**config.mk**
```make
export PLATFORM = sky130hd
export DESIGN_NAME = vga_timing_gen
export DESIGN_NICKNAME = d
export VERILOG_FILES = /design/src/rtl/vga_pkg.sv /design/src/rtl/delay_line.sv /design/src/rtl/vga_timing_gen.sv
export SDC_FILE = /design/constraint.sdc
export NUM_CORES = 1
export LEC_CHECK = 0
export CORE_MARGIN = 3
export CORE_UTILIZATION = 52
export CTS_CLUSTER_DIAMETER = 30
export CTS_CLUSTER_SIZE = 10
export DETAILED_ROUTE_END_ITERATION = 12
export MAX_ROUTING_LAYER = met4
export PLACE_DENSITY = 0.92
export SLEW_MARGIN = 20
export SYNTH_ARGS = -nofsm -noshare
export SYNTH_HDL_FRONTEND = slang
export SYNTH_SLANG_ARGS = --single-unit
export TNS_END_PERCENT = 30
```
**constraint.sdc**
```tcl
create_clock -name clk -period 6.2 [get_ports clk]
set_input_delay 0.93 -clock clk [delete_from_list [all_inputs] [get_ports clk]]
set_output_delay 0.93 -clock clk [all_outputs]
set_load 0.02 [all_outputs]
```
**src/rtl/vga_pkg.sv**
```systemverilog
// Shared defaults and types for the VGA timing generator: default mode timing,
// colour depths and the bundle of per-pixel flags carried down the output pipeline.
package vga_pkg;

    localparam int DEF_H_ACTIVE = 200;
    localparam int DEF_H_FP     = 10;
    localparam int DEF_H_SYNC   = 32;
    localparam int DEF_H_BP     = 22;

    localparam int DEF_V_ACTIVE = 600;
    localparam int DEF_V_FP     = 1;
    localparam int DEF_V_SYNC   = 4;
    localparam int DEF_V_BP     = 23;

    localparam int DEF_R_DEPTH  = 2;
    localparam int DEF_G_DEPTH  = 2;
    localparam int DEF_B_DEPTH  = 2;
    localparam int DEF_PIX_W    = DEF_R_DEPTH + DEF_G_DEPTH + DEF_B_DEPTH;

    // Flags decoded from the counters that must stay aligned with the colour data.
    typedef struct packed {
        logic active;
        logic hs;
        logic vs;
        logic line_start;
        logic frame_start;
    } timing_bundle_t;

    function automatic int total(input int active, input int fp, input int sync, input int bp);
        return active + fp + sync + bp;
    endfunction

endpackage

```
**src/rtl/delay_line.sv**
```systemverilog
// Reset-clearable shift register of DEPTH stages; dout is din delayed DEPTH clocks.
module delay_line #(
    parameter int WIDTH = 1,
    parameter int DEPTH = 1
) (
    input  logic             clk,
    input  logic             rst,
    input  logic [WIDTH-1:0] din,
    output logic [WIDTH-1:0] dout
);

    logic [WIDTH-1:0] stages [DEPTH];

    always_ff @(posedge clk) begin
        if (rst) begin
            for (int i = 0; i < DEPTH; i++) begin
                stages[i] <= '0;
            end
        end else begin
            stages[0] <= din;
            for (int i = 1; i < DEPTH; i++) begin
                stages[i] <= stages[i-1];
            end
        end
    end

    assign dout = stages[DEPTH-1];

endmodule

```
**src/rtl/vga_timing_gen.sv**
```systemverilog
// Generic VGA timing generator: pixel counters, frame-buffer fetch requests and a
// FETCH_LAT+1 deep output pipeline that keeps syncs/enables aligned with the colour.
module vga_timing_gen
    import vga_pkg::*;
#(
    parameter int H_ACTIVE  = DEF_H_ACTIVE,
    parameter int H_FP      = DEF_H_FP,
    parameter int H_SYNC    = DEF_H_SYNC,
    parameter int H_BP      = DEF_H_BP,
    parameter int V_ACTIVE  = DEF_V_ACTIVE,
    parameter int V_FP      = DEF_V_FP,
    parameter int V_SYNC    = DEF_V_SYNC,
    parameter int V_BP      = DEF_V_BP,
    parameter bit H_POL     = 1'b0,
    parameter bit V_POL     = 1'b0,
    parameter int PIX_DIV   = 1,
    parameter int FETCH_LAT = 1,
    parameter int R_DEPTH   = DEF_R_DEPTH,
    parameter int G_DEPTH   = DEF_G_DEPTH,
    parameter int B_DEPTH   = DEF_B_DEPTH,
    localparam int H_TOTAL  = total(H_ACTIVE, H_FP, H_SYNC, H_BP),
    localparam int V_TOTAL  = total(V_ACTIVE, V_FP, V_SYNC, V_BP),
    localparam int H_BITS   = $clog2(H_TOTAL),
    localparam int V_BITS   = $clog2(V_TOTAL),
    localparam int PIX_W    = R_DEPTH + G_DEPTH + B_DEPTH
) (
    input  logic               clk,
    input  logic               rst,
    input  logic [PIX_W-1:0]   pix_data,
    output logic               fetch_valid,
    output logic [H_BITS-1:0]  fetch_x,
    output logic [V_BITS-1:0]  fetch_y,
    output logic               h_sync_pulse,
    output logic               v_sync_pulse,
    output logic               de,
    output logic               line_start,
    output logic               frame_start,
    output logic [R_DEPTH-1:0] R,
    output logic [G_DEPTH-1:0] G,
    output logic [B_DEPTH-1:0] B
);

    if (H_ACTIVE < 1 || H_SYNC < 1 || V_ACTIVE < 1 || V_SYNC < 1 ||
        PIX_DIV < 1 || FETCH_LAT < 1) begin : g_bad_params
        $error("vga_timing_gen: zero timing parameter, PIX_DIV<1 or FETCH_LAT<1");
    end

    localparam int DIV_BITS = (PIX_DIV > 1) ? $clog2(PIX_DIV) : 1;

    localparam logic [DIV_BITS-1:0] DIV_LAST = DIV_BITS'(PIX_DIV - 1);
    localparam logic [H_BITS-1:0]   H_LAST   = H_BITS'(H_TOTAL - 1);
    localparam logic [V_BITS-1:0]   V_LAST   = V_BITS'(V_TOTAL - 1);

    // Region bounds carry one spare bit so a zero back porch cannot overflow them.
    localparam logic [H_BITS:0] H_ACT_END  = (H_BITS+1)'(H_ACTIVE);
    localparam logic [H_BITS:0] HS_START   = (H_BITS+1)'(H_ACTIVE + H_FP);
    localparam logic [H_BITS:0] HS_END     = (H_BITS+1)'(H_ACTIVE + H_FP + H_SYNC);
    localparam logic [V_BITS:0] V_ACT_END  = (V_BITS+1)'(V_ACTIVE);
    localparam logic [V_BITS:0] VS_START   = (V_BITS+1)'(V_ACTIVE + V_FP);
    localparam logic [V_BITS:0] VS_END     = (V_BITS+1)'(V_ACTIVE + V_FP + V_SYNC);

    logic [DIV_BITS-1:0] div_cnt;
    logic [H_BITS-1:0]   h_count;
    logic [V_BITS-1:0]   v_count;
    logic [H_BITS:0]     h_ext;
    logic [V_BITS:0]     v_ext;
    logic                tick;
    logic                first;
    logic                cap;
    timing_bundle_t      cur_bundle;
    timing_bundle_t      out_bundle;

    assign tick  = (div_cnt == DIV_LAST);
    assign first = (div_cnt == '0);
    assign h_ext = {1'b0, h_count};
    assign v_ext = {1'b0, v_count};

    always_ff @(posedge clk) begin
        if (rst) begin
            div_cnt <= '0;
            h_count <= '0;
            v_count <= '0;
        end else if (tick) begin
            div_cnt <= '0;
            if (h_count == H_LAST) begin
                h_count <= '0;
                v_count <= (v_count == V_LAST) ? '0 : v_count + 1'b1;
            end else begin
                h_count <= h_count + 1'b1;
            end
        end else begin
            div_cnt <= div_cnt + 1'b1;
        end
    end

    always_comb begin
        cur_bundle.active      = (h_ext < H_ACT_END) && (v_ext < V_ACT_END);
        cur_bundle.hs          = (h_ext >= HS_START) && (h_ext < HS_END);
        cur_bundle.vs          = (v_ext >= VS_START) && (v_ext < VS_END);
        cur_bundle.line_start  = first && (h_count == '0);
        cur_bundle.frame_start = first && (h_count == '0) && (v_count == '0);
    end

    // Requests are suppressed while in reset even though the counters read (0,0).
    assign fetch_valid = ~rst & first & cur_bundle.active;
    assign fetch_x     = h_count;
    assign fetch_y     = v_count;

    delay_line #(.WIDTH(1), .DEPTH(FETCH_LAT)) cap_delay (
        .clk  (clk),
        .rst  (rst),
        .din  (fetch_valid),
        .dout (cap)
    );

    delay_line #(.WIDTH($bits(timing_bundle_t)), .DEPTH(FETCH_LAT)) flag_delay (
        .clk  (clk),
        .rst  (rst),
        .din  (cur_bundle),
        .dout (out_bundle)
    );

    // Final register stage: the extra +1 of latency, and the only path to the pins.
    always_ff @(posedge clk) begin
        if (rst) begin
            de           <= 1'b0;
            line_start   <= 1'b0;
            frame_start  <= 1'b0;
            h_sync_pulse <= ~H_POL;
            v_sync_pulse <= ~V_POL;
            R            <= '0;
            G            <= '0;
            B            <= '0;
        end else begin
            de           <= out_bundle.active;
            line_start   <= out_bundle.line_start;
            frame_start  <= out_bundle.frame_start;
            h_sync_pulse <= out_bundle.hs ? H_POL : ~H_POL;
            v_sync_pulse <= out_bundle.vs ? V_POL : ~V_POL;
            if (!out_bundle.active) begin
                R <= '0;
                G <= '0;
                B <= '0;
            end else if (cap) begin
                R <= pix_data[PIX_W-1 -: R_DEPTH];
                G <= pix_data[B_DEPTH +: G_DEPTH];
                B <= pix_data[B_DEPTH-1:0];
            end
        end
    end

endmodule

```
After elaboration in Yosys (flattened, before gate mapping)
Memories as Yosys holds them, arrays and structs flattened.
Index checks and enable logic that the tools add are counted.
{"block": "word_totals", "ff_bits": 31, "ramBits": 6, "in_bits": 8, "output_inout_bits": 31, "word_cells": 52, "memories": 2}
{"memory": "flag_delay.stages", "words": 1, "word_bits": 5, "read_ports": 1, "rd_ports_with_merged_regs": 0, "write_ports": 1, "line": "delay_line.sv:12", "rtl": "logic [WIDTH-1:0] stages [DEPTH];"}
{"memory": "cap_delay.stages", "words": 1, "word_bits": 1, "read_ports": 1, "rd_ports_with_merged_regs": 0, "write_ports": 1, "line": "delay_line.sv:12"}
{"block": "op_classes", "n_addsub": 3, "magnitude_cmp": 6, "n_eq_ne": 2, "muxes": 11, "n_bitwise": 5, "n_reduce_logical": 12}
{"op": "$lt A10 B10 Y1 const B", "count": 2}
{"op": "$lt A9 B8 Y1 const B", "count": 2}
{"op": "$add A10 B1 Y10 const B", "count": 1}
{"op": "$eq A10 B10 Y1 const B", "count": 1}
{"op": "$ge A10 B10 Y1 const B", "count": 1}
{"op": "$logic_not A10 Y1", "count": 1}
{"op": "$mux W10", "count": 1}
{"op": "$add A9 B1 Y9 const B", "count": 1}
{"op": "$eq A9 B9 Y1 const B", "count": 1}
{"op": "$ge A9 B8 Y1 const B", "count": 1}
{"op": "$logic_not A9 Y1", "count": 1}
{"op": "$mux W9", "count": 1}
{"op": "$mux W1", "count": 8}
{"op": "$logic_and A1 B1 Y1", "count": 5}
{"op": "$mux W5", "count": 1}
{"op": "$reduce_or A5 Y1", "count": 1}
{"op": "$reduce_or A2 Y1", "count": 2}
{"op": "$not A1 Y1", "count": 3}
{"op": "$and A1 B1 Y1", "count": 2}
{"op": "$reduce_and A2 Y1", "count": 1}
{"op": "$add A1 B1 Y1 const B", "count": 1}
{"op": "$reduce_or A1 Y1", "count": 1}

Depth between registers and ports, before layout
{"block": "depth", "word_depth": 4, "depth_mapped": 6, "ltp_nobuf": 5}

Modules after synthesis
From an unflattened synthesis, not the netlist that was laid out.
{"block": "unflattened", "hier_cells": 177, "hier_area_um2": 1637.8}
{"module": "vga_timing_gen", "instances": 1, "cells_each": 165, "area_per_inst_um2": 1472.7, "seq_area_each_um2": 620.6}
{"module": "delay_line (flag_delay)", "instances": 1, "cells_each": 10, "area_per_inst_um2": 131.4, "seq_area_each_um2": 100.1}
{"module": "delay_line (cap_delay)", "instances": 1, "cells_each": 2, "area_per_inst_um2": 33.8, "seq_area_each_um2": 20.0}

Worst setup path after synthesis
OpenSTA, ideal clock, no wires.
{"block": "synth_timing", "path_kind": "input to output", "from": "in rst", "to": "out fetch_valid", "arrival_time_ns": 1.753, "required_ns": 5.270, "path_slack_ns": 3.517, "cell_stages": 3, "path_buffers": 0, "path_cell_list": "nand2b_1 nor4_1 nor2b_1"}
{"block": "synth_via", "elab_chain_cells": 3}
{"item": "start, declared", "line": "vga_timing_gen.sv:28", "rtl": "input logic rst,"}
{"item": "$not A1 Y1", "line": "vga_timing_gen.sv:105", "rtl": "assign fetch_valid = ~rst & first & cur_bundle.active;"}
{"item": "$and A1 B1 Y1 (2 in a row)", "line": "vga_timing_gen.sv:105"}
{"item": "end, declared", "line": "vga_timing_gen.sv:30", "rtl": "output logic fetch_valid,"}
No other way between the ends.

Worst setup path after layout
Ends and elaborated chain as after synthesis.

==> run summary <==
Path class of the lowest-slack min-delay path: flop to flop. The minimum clock period after layout came out at 3910 ps. Global routing finished with a remaining overflow of 0. The via count of the first global-routing pass is 1245. The logs give 0 for the count of max-cap constraint violations and 2090 um^2 for the final cell area excluding filler cells. The number of standard cells in the layout, taps in and fillers out was 247; the relative max-transition margin was 60.5%. For the worst-case vdd ir drop, the log shows 0.205 mV. For this block, the routed nets add up to 3420 um of wire.

The routability congestion estimate from global placement is 0.884. The run finished with clean final reports. The logs give 2300 ps for the minimum setup slack after placement and 0 for the post-cts hold buffer count. After clock tree synthesis, the clock-pin slew on the worst setup and hold paths is 100 ps.

TritonCTS built the clock tree. The measured slew at the worst slew-check pin was 591 ps. The run gives 8.05 ps as the maximum clock skew at final layout. The number of nets in the finished design was 228. After legalization and detailed placement, the total HPWL measured 2310 um.

Using the TritonRoute via totals, the vias-per-cell ratio works out to 5.61. The setup check on the worst reg-to-reg path leaves a slack of 3850 ps. Sorting the synthesized cells by how often they occur yields sky130_fd_sc_hd__dfxtp_1 (37), sky130_fd_sc_hd__nor2_1 (25), sky130_fd_sc_hd__nand2_1 (9). The first global-routing pass estimated 5570 um of wire. The area growth from synthesis to layout is 29.7%. The floorplan step defined a core boundary enclosing 2850 um^2. The number of remaining DRC errors was 0. The I/O pin count came out at 39.

Kind of critical path: input port to output pin. After synthesis, the netlist uses 36 different library cells. Setup violations remaining at the end of the flow were counted as 0. The maximum cell stage delay along the critical path was 630 ps; the final period utilization was 63.1%. For the worst setup path, the data required time is 5270 ps. The run gives 0 as the number of pins exceeding their max-slew limit in the final report.

Together, buffers and inverters on the worst path number 2. The Yosys step of the flow raised 0 warnings. The share of the core filled with cells in the final layout is 73.3%, and the total instance count after detailed placement is 239. The tools report the critical path endpoint category as an output pin. Measured along the x axis, the die boundary spans 61.7 um. The height of the die is 61.7 um, and the total global routing track utilization is 20.4%. In this run the worst path has a maximum fanout of 13.

After detailed routing, the average wire length per cell comes to 13.9 um. The mapped netlist covers 1610 um^2. The total power density per cell area works out to 233 nW/um^2. The root buffer cell chosen for the clock tree is sky130_fd_sc_hd__clkbuf_4. In this run the static leakage power is 0.000724 uW. Once detail routing completed, the nets flagged for antenna violations numbered 0.

The placed instances occupy a cell area of 1990 um^2. Critical path's slowest cell: sky130_fd_sc_hd__clkdlybuf4s50_1. The post-route netlist has 5.56% of its cells at a drive strength greater than 1.

The number of antenna violations at the first check in global routing was 0. Walking the worst path, the cells encountered are clkdlybuf4s50_1 > nand2b_1 > nor4_1 > nor2b_1 > clkdlybuf4s50_1. The quantity of gates resized following cts is 0, and the number of fillers in the final layout is 210. At the later pin of the worst-skew pair, clock insertion delay measures 340 ps. The floorplan row count came out at 19.

sky130_fd_sc_hd__dfxtp_1 takes more of the synthesized area than any other cell. Sorting the synthesized cells by area gives the leading types as sky130_fd_sc_hd__dfxtp_1 (46%), sky130_fd_sc_hd__nor2_1 (5.8%), sky130_fd_sc_hd__mux2i_1 (4.3%). Entering global routing, the biggest net connects 15 pins.

In this run, synthesis inferred 0 flip-flops with an integrated enable. In this run, CTS created clock tree buffers numbering 5. Each instance of the synthesized netlist takes up on average 9.00 um^2. The most common cell in the synthesized netlist is sky130_fd_sc_hd__dfxtp_1. Setup repair after global routing left no endpoint under its margin. The worst setup path is launched from an input port. The cell seen most often among critical-path stages is sky130_fd_sc_hd__clkdlybuf4s50_1. The floorplan step defined a die boundary enclosing 3800 um^2.

The number of I/O port buffers came out at 38. The data arrival time at the worst-slack endpoint came out at 2980 ps. Post-CTS timing repair inserted 0 buffers for setup. The pre-antenna-repair detailed-routing pass consisted of 5 iterations. The tools report the setup TNS as 0 ps. Summing the sequential cell areas from Yosys gives 46.0% of the chip area.

On the critical path the largest part of the delay comes from buffers and inverters. Among all flip-flop cells after synthesis, the most frequent one is sky130_fd_sc_hd__dfxtp_1. In this run the deepest clock path goes through 2 buffers.

The H-tree generated during clock tree synthesis spans 2 levels. The number of antenna diodes in the final layout is 0. The starting density of the core is 56.5%.

The final route contains 1385 vias. Based on the critical path, the design can be clocked at up to 256 MHz. The share of synthesized area in the top cell type comes to 46.0%. The first routing iteration left 53 violations.

Counting flops with an async set or reset pin after synthesis yields a share of 0%. Count of endpoints failing hold in the final timing report: 0. Setup slack closes at 2290 ps. Synthesis produced a netlist with a net count of 192.

The tree built by TritonCTS fans out to 37 sinks. Synthesis produced a netlist whose cell count is 179. In this run, synthesis produced a sequential element count of 37.
-- registers in the layout (all words and copies together) (netlist names), 2 cells and up --
register           cells
fetch_y               10
fetch_x                9
flag_delay.stages      5
B                      2
G                      2
R                      2
-- layout make-up --
| cell class | count | area (um^2) | area share, % |
|---|---|---|---|
| Multi-Input combinational cell | 125 | 798 | 38.2 |
| Inverter | 8 | 30.0 | 1.44 |
| Sequential cell | 37 | 741 | 35.4 |
| Clock inverter | 3 | 65.1 | 3.11 |
| Tap cell | 31 | 38.8 | 1.86 |
| Timing Repair Buffer | 38 | 380 | 18.2 |
| Clock buffer | 5 | 37.5 | 1.80 |
-- worst paths after layout --
kind / start / endpoint / cells past startpoint
setup / recovery: rst / fetch_valid / 5
setup reg to reg: fetch_y[6] / fetch_y[4] / 4
hold / removal: flag_delay.stages[0][2] / v_sync_pulse / 1
hold reg to reg: flag_delay.stages[0][2] / v_sync_pulse / 1
-- cell usage in the layout, fill, tap and decap left out, types with 6 or more instances in the layout --
master / netlist / routed
sky130_fd_sc_hd__nor4_1: 6 / 6
sky130_fd_sc_hd__nor3_1: 6 / 6
sky130_fd_sc_hd__a21oi_1: 6 / 6
sky130_fd_sc_hd__nor2_1: 25 / 25
sky130_fd_sc_hd__nand3_1: 7 / 7
sky130_fd_sc_hd__nand2_1: 9 / 9
sky130_fd_sc_hd__clkdlybuf4s50_1: 0 / 38
sky130_fd_sc_hd__dfxtp_1: 37 / 37
sky130_fd_sc_hd__mux2i_1: 7 / 7
sky130_fd_sc_hd__inv_1: 8 / 8
sky130_fd_sc_hd__xnor2_1: 8 / 8
-- per-layer routing --
layer	vias to the layer above	part of all wire [%]	GRT usage, %
li1	690	-	-
met1	631	44	25.3
met2	55	47	31.1
met3	9	7.0	4.40
met4	0	1.6	10.0
met5	-	0	-
-- cells by family (layout without fill, tap and decap cells) --
| group | Yosys count | count (layout) | share of synthesized area [%] |
|---|---|---|---|
| XOR/XNOR | 12 | 12 | 6.52 |
| AND/OR/NAND/NOR | 84 | 84 | 28.6 |
| other | 1 | 1 | 0.233 |
| flip-flops | 37 | 37 | 46.0 |
| buffers and inverters | 17 | 54 | 4.50 |
| multiplexers | 7 | 7 | 4.35 |
| AO/OA/AOI/OAI | 16 | 16 | 5.98 |
| adder cells (fa/ha/maj) | 5 | 5 | 3.88 |
-- per-stage QoR --
step,hold WS [ps],total power (uW)
3_3_place_gp,362,288
5_1_grt,397,504
3_5_place_dp,366,289
4_1_cts,391,490
6_report,388,487
2_1_floorplan,356,273
-- report_power, final --
group          switching (uW)  total, uW  internal (uW)  leakage [uW]
Sequential               6.70        250            244      0.000301
Combinational            15.3       33.1           17.8      0.000368
Clock                    79.3        204            125     0.0000552
(Power assumes the default switching activity.)
